==> src/rtl/apes_hk_pkg.sv <==
// ============================================================================
// apes_hk_pkg : shared constants and state type for the HK ADC SPI path
// Rev 1.0
// ============================================================================
`default_nettype none

package apes_hk_pkg;

  localparam int HK_FRAME_BITS = 16;
  localparam int HK_ADDR_W     = 3;
  localparam int HK_CTRL_BITS  = 8;

  localparam int ADD2_POS = 5;
  localparam int ADD1_POS = 4;
  localparam int ADD0_POS = 3;

  typedef enum logic [0:0] {
    IDLE   = 1'b0,
    ACTIVE = 1'b1
  } hk_state_t;

endpackage

`default_nettype wire

==> src/rtl/apes_adc_responder_if.sv <==
// ============================================================================
// apes_adc_responder_if : SPI pin bundle between HK ADC master and responder
// Rev 1.0
// ============================================================================
`default_nettype none

interface apes_adc_responder_if;

  logic spi_csn;
  logic spi_sclk;
  logic spi_mosi;
  logic spi_miso;
  logic spi_miso_oe;

  modport master (
    output spi_csn,
    output spi_sclk,
    output spi_mosi,
    input  spi_miso,
    input  spi_miso_oe
  );

  modport slave (
    input  spi_csn,
    input  spi_sclk,
    input  spi_mosi,
    output spi_miso,
    output spi_miso_oe
  );

endinterface

`default_nettype wire

==> src/rtl/apes_sync_edge.sv <==
// ============================================================================
// apes_sync_edge : N-stage synchronizer with rise/fall pulses on the synced value
// Rev 1.0
// ============================================================================
`default_nettype none

module apes_sync_edge #(
  parameter int   STAGES  = 2,
  parameter logic RST_VAL = 1'b0
) (
  input  wire  clk50,
  input  wire  rst_n,
  input  wire  i_d,
  output logic o_q,
  output logic o_rise,
  output logic o_fall
);

  logic [STAGES-1:0] r_sync;
  logic              r_dly;

  always_ff @(posedge clk50 or negedge rst_n) begin
    if (!rst_n) begin
      r_sync <= {STAGES{RST_VAL}};
      r_dly  <= RST_VAL;
    end else begin
      r_sync <= {r_sync[STAGES-2:0], i_d};
      r_dly  <= r_sync[STAGES-1];
    end
  end

  assign o_q    = r_sync[STAGES-1];
  assign o_rise = r_sync[STAGES-1] & ~r_dly;
  assign o_fall = ~r_sync[STAGES-1] & r_dly;

endmodule

`default_nettype wire

==> src/rtl/apes_adc_responder.sv <==
// ============================================================================
// apes_adc_responder : SPI responder emulating the 8-ch 12-bit HK ADC
// Rev 1.0
// ============================================================================
`default_nettype none

module apes_adc_responder
  import apes_hk_pkg::*;
#(
  parameter int NUM_CH      = 8,
  parameter int DATA_W      = 12,
  parameter int SYNC_STAGES = 2
) (
  input  wire                        clk50,
  input  wire                        rst_n,
  apes_adc_responder_if.slave        spi,
  input  wire [NUM_CH*DATA_W-1:0]    ch_data,
  output logic [HK_ADDR_W-1:0]       cur_addr,
  output logic                       frame_done,
  output logic                       frame_err,
  output logic [15:0]                frame_cnt
);

  localparam logic [3:0] c_LAST_BIT = 4'(HK_FRAME_BITS - 1);

  logic w_csn_q, w_csn_rise, w_csn_fall;
  logic w_sclk_q, w_sclk_rise, w_sclk_fall;
  logic w_mosi, w_mosi_rise, w_mosi_fall;

  // Equal depth on all three lines keeps mosi aligned with the sclk edge pulse.
  apes_sync_edge #(.STAGES(SYNC_STAGES), .RST_VAL(1'b1)) u_sync_csn (
    .clk50(clk50), .rst_n(rst_n), .i_d(spi.spi_csn),
    .o_q(w_csn_q), .o_rise(w_csn_rise), .o_fall(w_csn_fall)
  );

  apes_sync_edge #(.STAGES(SYNC_STAGES), .RST_VAL(1'b1)) u_sync_sclk (
    .clk50(clk50), .rst_n(rst_n), .i_d(spi.spi_sclk),
    .o_q(w_sclk_q), .o_rise(w_sclk_rise), .o_fall(w_sclk_fall)
  );

  apes_sync_edge #(.STAGES(SYNC_STAGES), .RST_VAL(1'b0)) u_sync_mosi (
    .clk50(clk50), .rst_n(rst_n), .i_d(spi.spi_mosi),
    .o_q(w_mosi), .o_rise(w_mosi_rise), .o_fall(w_mosi_fall)
  );

  logic [DATA_W-1:0] w_ch [NUM_CH];

  for (genvar g = 0; g < NUM_CH; g++) begin : g_ch
    assign w_ch[g] = ch_data[g*DATA_W +: DATA_W];
  end

  hk_state_t                 r_state;
  logic                      r_miso;
  logic                      r_oe;
  logic [HK_ADDR_W-1:0]      r_cur_addr;
  logic                      r_done;
  logic                      r_err;
  logic [15:0]               r_frame_cnt;
  logic [3:0]                r_bit_cnt;
  logic [HK_FRAME_BITS-1:0]  r_in_sr;
  logic [HK_FRAME_BITS-1:0]  r_out_sr;
  logic                      r_reload;

  logic [HK_FRAME_BITS-1:0]  w_frame;
  logic [HK_FRAME_BITS-1:0]  w_in_next;
  logic [HK_CTRL_BITS-1:0]   w_ctrl;
  logic [HK_ADDR_W-1:0]      w_addr_rx;
  logic                      w_last_edge;
  logic                      w_unused;

  assign w_frame     = HK_FRAME_BITS'(w_ch[r_cur_addr]);
  assign w_in_next   = {r_in_sr[HK_FRAME_BITS-2:0], w_mosi};
  assign w_ctrl      = w_in_next[HK_FRAME_BITS-1 -: HK_CTRL_BITS];
  assign w_addr_rx   = {w_ctrl[ADD2_POS], w_ctrl[ADD1_POS], w_ctrl[ADD0_POS]};
  assign w_last_edge = w_sclk_rise && (r_bit_cnt == c_LAST_BIT);
  assign w_unused    = ^{r_in_sr[HK_FRAME_BITS-1], w_in_next, w_ctrl, r_out_sr[HK_FRAME_BITS-1],
                         w_csn_q, w_sclk_q, w_mosi_rise, w_mosi_fall};

  always_ff @(posedge clk50 or negedge rst_n) begin
    if (!rst_n) begin
      r_state     <= IDLE;
      r_miso      <= 1'b0;
      r_oe        <= 1'b0;
      r_cur_addr  <= '0;
      r_done      <= 1'b0;
      r_err       <= 1'b0;
      r_frame_cnt <= '0;
      r_bit_cnt   <= '0;
      r_in_sr     <= '0;
      r_out_sr    <= '0;
      r_reload    <= 1'b0;
    end else begin
      r_done <= 1'b0;
      r_err  <= 1'b0;
      case (r_state)
        IDLE: begin
          r_miso <= 1'b0;
          r_oe   <= 1'b0;
          if (w_csn_fall) begin
            r_out_sr  <= w_frame;
            r_miso    <= w_frame[HK_FRAME_BITS-1];
            r_oe      <= 1'b1;
            r_bit_cnt <= '0;
            r_reload  <= 1'b0;
            r_state   <= ACTIVE;
          end
        end
        ACTIVE: begin
          if (w_csn_rise) begin
            // A final rising edge landing with csn rise still completes the frame.
            if (w_last_edge) begin
              r_in_sr     <= w_in_next;
              r_cur_addr  <= w_addr_rx;
              r_done      <= 1'b1;
              r_frame_cnt <= r_frame_cnt + 16'd1;
            end else if (r_bit_cnt != 4'd0) begin
              r_err <= 1'b1;
            end
            r_state   <= IDLE;
            r_miso    <= 1'b0;
            r_oe      <= 1'b0;
            r_bit_cnt <= '0;
            r_reload  <= 1'b0;
          end else if (w_sclk_rise) begin
            r_in_sr <= w_in_next;
            if (w_last_edge) begin
              r_cur_addr  <= w_addr_rx;
              r_done      <= 1'b1;
              r_frame_cnt <= r_frame_cnt + 16'd1;
              r_bit_cnt   <= '0;
              r_reload    <= 1'b1;
            end else begin
              r_bit_cnt <= r_bit_cnt + 4'd1;
            end
          end else if (w_sclk_fall) begin
            // Back-to-back frames reload the newly addressed channel here.
            if (r_reload) begin
              r_out_sr <= w_frame;
              r_miso   <= w_frame[HK_FRAME_BITS-1];
              r_reload <= 1'b0;
            end else begin
              r_out_sr <= {r_out_sr[HK_FRAME_BITS-2:0], 1'b0};
              r_miso   <= r_out_sr[HK_FRAME_BITS-2];
            end
          end
        end
        default: r_state <= IDLE;
      endcase
    end
  end

  assign spi.spi_miso    = r_miso;
  assign spi.spi_miso_oe = r_oe;
  assign cur_addr        = r_cur_addr;
  assign frame_done      = r_done;
  assign frame_err       = r_err;
  assign frame_cnt       = r_frame_cnt;

endmodule

`default_nettype wire

==> src/flat_wrapper.sv <==
// flat-port wrapper written by rule: the top's interface ports become plain ports
module apes_adc_responder_flat import apes_hk_pkg::*;
#(
  parameter int NUM_CH      = 8,
  parameter int DATA_W      = 12,
  parameter int SYNC_STAGES = 2
)
  (clk50, rst_n, ch_data, cur_addr, frame_done, frame_err, frame_cnt, spi_spi_csn, spi_spi_sclk, spi_spi_mosi, spi_spi_miso, spi_spi_miso_oe);
  apes_adc_responder_if spi_i ();
  input  wire clk50;
  input  wire rst_n;
  input  wire [NUM_CH*DATA_W-1:0] ch_data;
  output logic [HK_ADDR_W-1:0] cur_addr;
  output logic frame_done;
  output logic frame_err;
  output logic [15:0] frame_cnt;
  input wire logic [$bits(spi_i.spi_csn)-1:0] spi_spi_csn;
  input wire logic [$bits(spi_i.spi_sclk)-1:0] spi_spi_sclk;
  input wire logic [$bits(spi_i.spi_mosi)-1:0] spi_spi_mosi;
  output wire logic [$bits(spi_i.spi_miso)-1:0] spi_spi_miso;
  output wire logic [$bits(spi_i.spi_miso_oe)-1:0] spi_spi_miso_oe;
  assign spi_i.spi_csn = spi_spi_csn;
  assign spi_i.spi_sclk = spi_spi_sclk;
  assign spi_i.spi_mosi = spi_spi_mosi;
  assign spi_spi_miso = spi_i.spi_miso;
  assign spi_spi_miso_oe = spi_i.spi_miso_oe;
  apes_adc_responder #(.NUM_CH(NUM_CH), .DATA_W(DATA_W), .SYNC_STAGES(SYNC_STAGES)) u_core (.clk50(clk50), .rst_n(rst_n), .spi(spi_i), .ch_data(ch_data), .cur_addr(cur_addr), .frame_done(frame_done), .frame_err(frame_err), .frame_cnt(frame_cnt));
endmodule
==> config.mk <==
export PLATFORM = sky130hd
export DESIGN_NAME = apes_adc_responder_flat
export DESIGN_NICKNAME = d
export VERILOG_FILES = /design/src/rtl/apes_hk_pkg.sv /design/src/rtl/apes_adc_responder_if.sv /design/src/rtl/apes_sync_edge.sv /design/src/rtl/apes_adc_responder.sv /design/src/flat_wrapper.sv
export SDC_FILE = /design/constraint.sdc
export NUM_CORES = 1
export LEC_CHECK = 0
export BUFFER_PORTS_ARGS = -buffer_cell sky130_fd_sc_hd__buf_2
export CAP_MARGIN = 10
export CORE_ASPECT_RATIO = 0.75
export CORE_MARGIN = 2
export CORE_UTILIZATION = 40
export DETAILED_ROUTE_END_ITERATION = 10
export PLACE_DENSITY = 0.69
export SYNTH_ARGS = -nofsm -noshare
export SYNTH_HDL_FRONTEND = slang
export SYNTH_SLANG_ARGS = --single-unit
==> constraint.sdc <==
create_clock -name clk50 -period 2 [get_ports clk50]
set_input_delay 0.6 -clock clk50 [delete_from_list [all_inputs] [get_ports clk50]]
set_output_delay 0.6 -clock clk50 [all_outputs]
set_load 0.03 [all_outputs]
==> impl_metrics.toml <==
[global_routing]
grt_pass1_wl_um = 13100
grt_remaining_overflow = 0
grt_antenna_before_repair = 0
grt.total_usage_pct = 17.5
grt_pass1_vias = 2642
grt_max_degree = 66

[sta]
worst_pin_slew_ps = 504
finalSetupTns_ps = 0
maxSlewViolCount = 0
fmax_ghz = 0.522
finalSetupViolations = 0
skew_ps = 7.45
max-slew-margin-rel_pct = 66.1
post-route-period-util_pct = 95.7
finalCriticalPeriod_ps = 1910
hold_violations = 0
grt_setup_unrepaired = "no"
post-route-worst-setup-slack_ps = 85.1

[worst_setup_path]
ff2ff_path_depth = 6
criticalPathCategory = "reg -> reg"
critical_path.reg2reg.startpoint = "u_core.u_sync_sclk.r_dly"
cp.arrival_ps = 2120
required_ps = 2200
cp-end-kind = "flop"
r2r_end = "u_core.r_in_sr[12]"
crit_path_max_fanout = 13
cp-start-kind = "flop"
r2r_setup_slack_ps = 90

[die]
io_pins = 124
initial_utilization_pct = 41.3
die_h_um = 85.1
die_x_um = 112
coreArea_um2 = 8490
row_count = 29
die_area_um2 = 9530

[placed_design]
port_buffers = 123
routabilityCongestion = 0.820
hpwl_um = 6100
dp_cells = 501
pre_cts_ws_ps = 48.5
postPlaceCellArea_um2 = 4270

[final_layout]
design_area_um2 = 4630
num_antenna_cells = 0
syn_to_final_growth_pct = 32.0
fin_nets = 510
instances_no_fill = 517
layout-drive-gt1-share_pct = 46.5

[cts]
cts.sinks = 65
clock_path_buffers = 2
clkTransAtPathRegs_ps = 60
tritoncts = "yes"
cts_buffers = 9
postCtsHoldBufs = 0
cts_setup_buffers = 0
clk-insertion-delay-late_ps = 330
post_cts_resized = 0
cts_root_buf = "clkbuf_16"
cts_max_level = 3

[synth]
synth_area_um2 = 3500
synth_seq_cells = 65
synth-edff-count = 0
yosys_warnings = 0
synth_top_area_share_pct = 42.1
ys_types = 40
yosysTopAreaCell = "dfrtp_1"
synth_area_leaders = "dfrtp_1, mux4_2, dfstp_2"
ys_seq_area_share_pct = 46.6
synthCells = 277
synth_ff_type = "dfrtp_1"
syn_avg_cell_area_um2 = 12.6
async_flop_share_pct = 100
syn_nets = 383

[routing]
drc = 0
vias = 2658
routed_wl_um = 7920
wl_per_cell_um = 15.3
vias_per_cell = 5.14
final_antenna_net_count = 0
drtIter0Drc = 109
dr.pass1.iters = 4

[power_and_ir_drop]
p_per_area_nw_per_um2 = 820
p_leak_uw = 0.00228
p_total_uw = 3790
ir_drop_mv = 0.478

[run_status]
status = "completed"

[min_path]
hp-class = "in -> async"

[flow_run]
drv_cap = 0
==> sequential cells by signal, summed over array words and instances, names as in the netlist, 2 cells and up <==
signal	flops
u_core.cur_addr	3
u_core.r_bit_cnt	4
u_core.u_sync_csn.r_sync	2
u_core.r_in_sr	13
u_core.r_out_sr	15
u_core.u_sync_mosi.r_sync	2
u_core.u_sync_sclk.r_sync	2
u_core.frame_cnt	16
==> how the worst max path moves through the flow <==
stage,slack [ps],cells past startpoint,endpoint,start
6_report,90,6,u_core.r_in_sr[12],u_core.u_sync_sclk.r_dly
5_1_grt,10,6,u_core.r_in_sr[10],u_core.u_sync_sclk.r_dly
4_1_cts,40,5,u_core.frame_cnt[13],u_core.u_sync_sclk.r_sync[1]
3_5_place_dp,50,5,u_core.frame_cnt[13],u_core.u_sync_sclk.r_sync[1]
3_3_place_gp,150,6,u_core.r_in_sr[0],u_core.u_sync_sclk.r_dly
2_1_floorplan,80,8,u_core.r_in_sr[10],u_core.u_sync_sclk.r_dly
==> cells by family after synthesis <==
logic type / share of synthesized area, %
muxes: 25.4
xor gates and xnor gates: 3.75
buffers and inverters: 4.36
adders and majority gates: 1.79
and+or+nand+nor: 10.4
DFF: 46.6
AOI/OAI and AO/OA: 7.61
==> critical path, cell delays in order, from the launching register on <==
cell and delay (ps):
dfstp_2 530, inv_1 50, ha_1 220, and4_1 260, a21oi_1 130, nand2b_4 240
mux2_2 360
==> synth_stat cells (all sizes together) (5+ instances only) <==
cell type	instances
ha	5
buf	11
nand3	10
mux2i	14
nor2	16
nand4	5
dfstp	6
dfrtp	59
xnor2	11
a211oi	11
o21ai	8
a21o	11
inv	9
nand2	20
mux2	17
mux4	24
clkbuf	7
==> metrics by stage <==
stage,hold slack [ps],utilization [%]
after CTS,296,54.2
after global placement,334,50.3
after detailed placement,335,50.3
after global routing,302,54.5
final,278,54.5
after floorplan,304,-
==> layout by cell type (no fill, tap or decap), types with 2 or more instances in the layout <==
cell        Yosys  routed
a211oi_1       11      11
a21o_1         11      11
a21oi_1         4       4
a2bb2oi_1       2       2
and3_1          3       3
and4_1          2       2
buf_12          1       4
buf_2           7     123
buf_4           0       7
bufinv_16       0       2
clkbuf_16       0       9
clkinvlp_4      0       3
dfrtp_1        59      59
dfstp_2         6       6
ha_1            5       5
inv_1           9       9
mux2_1         10      10
mux2_2          7       7
mux2i_1        14      14
mux4_1          5       5
mux4_2         19      19
nand2_1        20      20
nand2b_1        2       2
nand3_1        10      10
nand4_1         4       4
nor2_1         16      16
nor2b_1         4       4
nor3_1          2       2
nor4_2          1       2
o21ai_0         8       8
xnor2_1        11      11
xor2_1          4       4
==> final cells by class <==
type / count / area (µm²)
clock buffers: 10 / 239
flip-flops and latches: 65 / 1630
clock inverters: 6 / 91.3
fillers: 717 / 3860
inverters: 9 / 33.8
repair buffers: 134 / 748
well taps: 108 / 135
multi-input cells: 185 / 1740
==> power breakdown <==
| part | internal (µW) | switching (µW) |
|---|---|---|
| Sequential | 1510 | 104 |
| Clock | 1130 | 570 |
| Combinational | 273 | 215 |
| Total | 2900 | 889 |
==> routing by layer <==
layer	wire, µm	vias up	global-route usage (%)	share of wire, %
li1	-	1279	-	-
met1	3900	1310	25.1	49
met2	3620	63	26.2	46
met3	322	6	5.36	4.1
met4	68	0	4.10	0.86
met5	0	-	0	0
(Power assumes the default switching activity.)
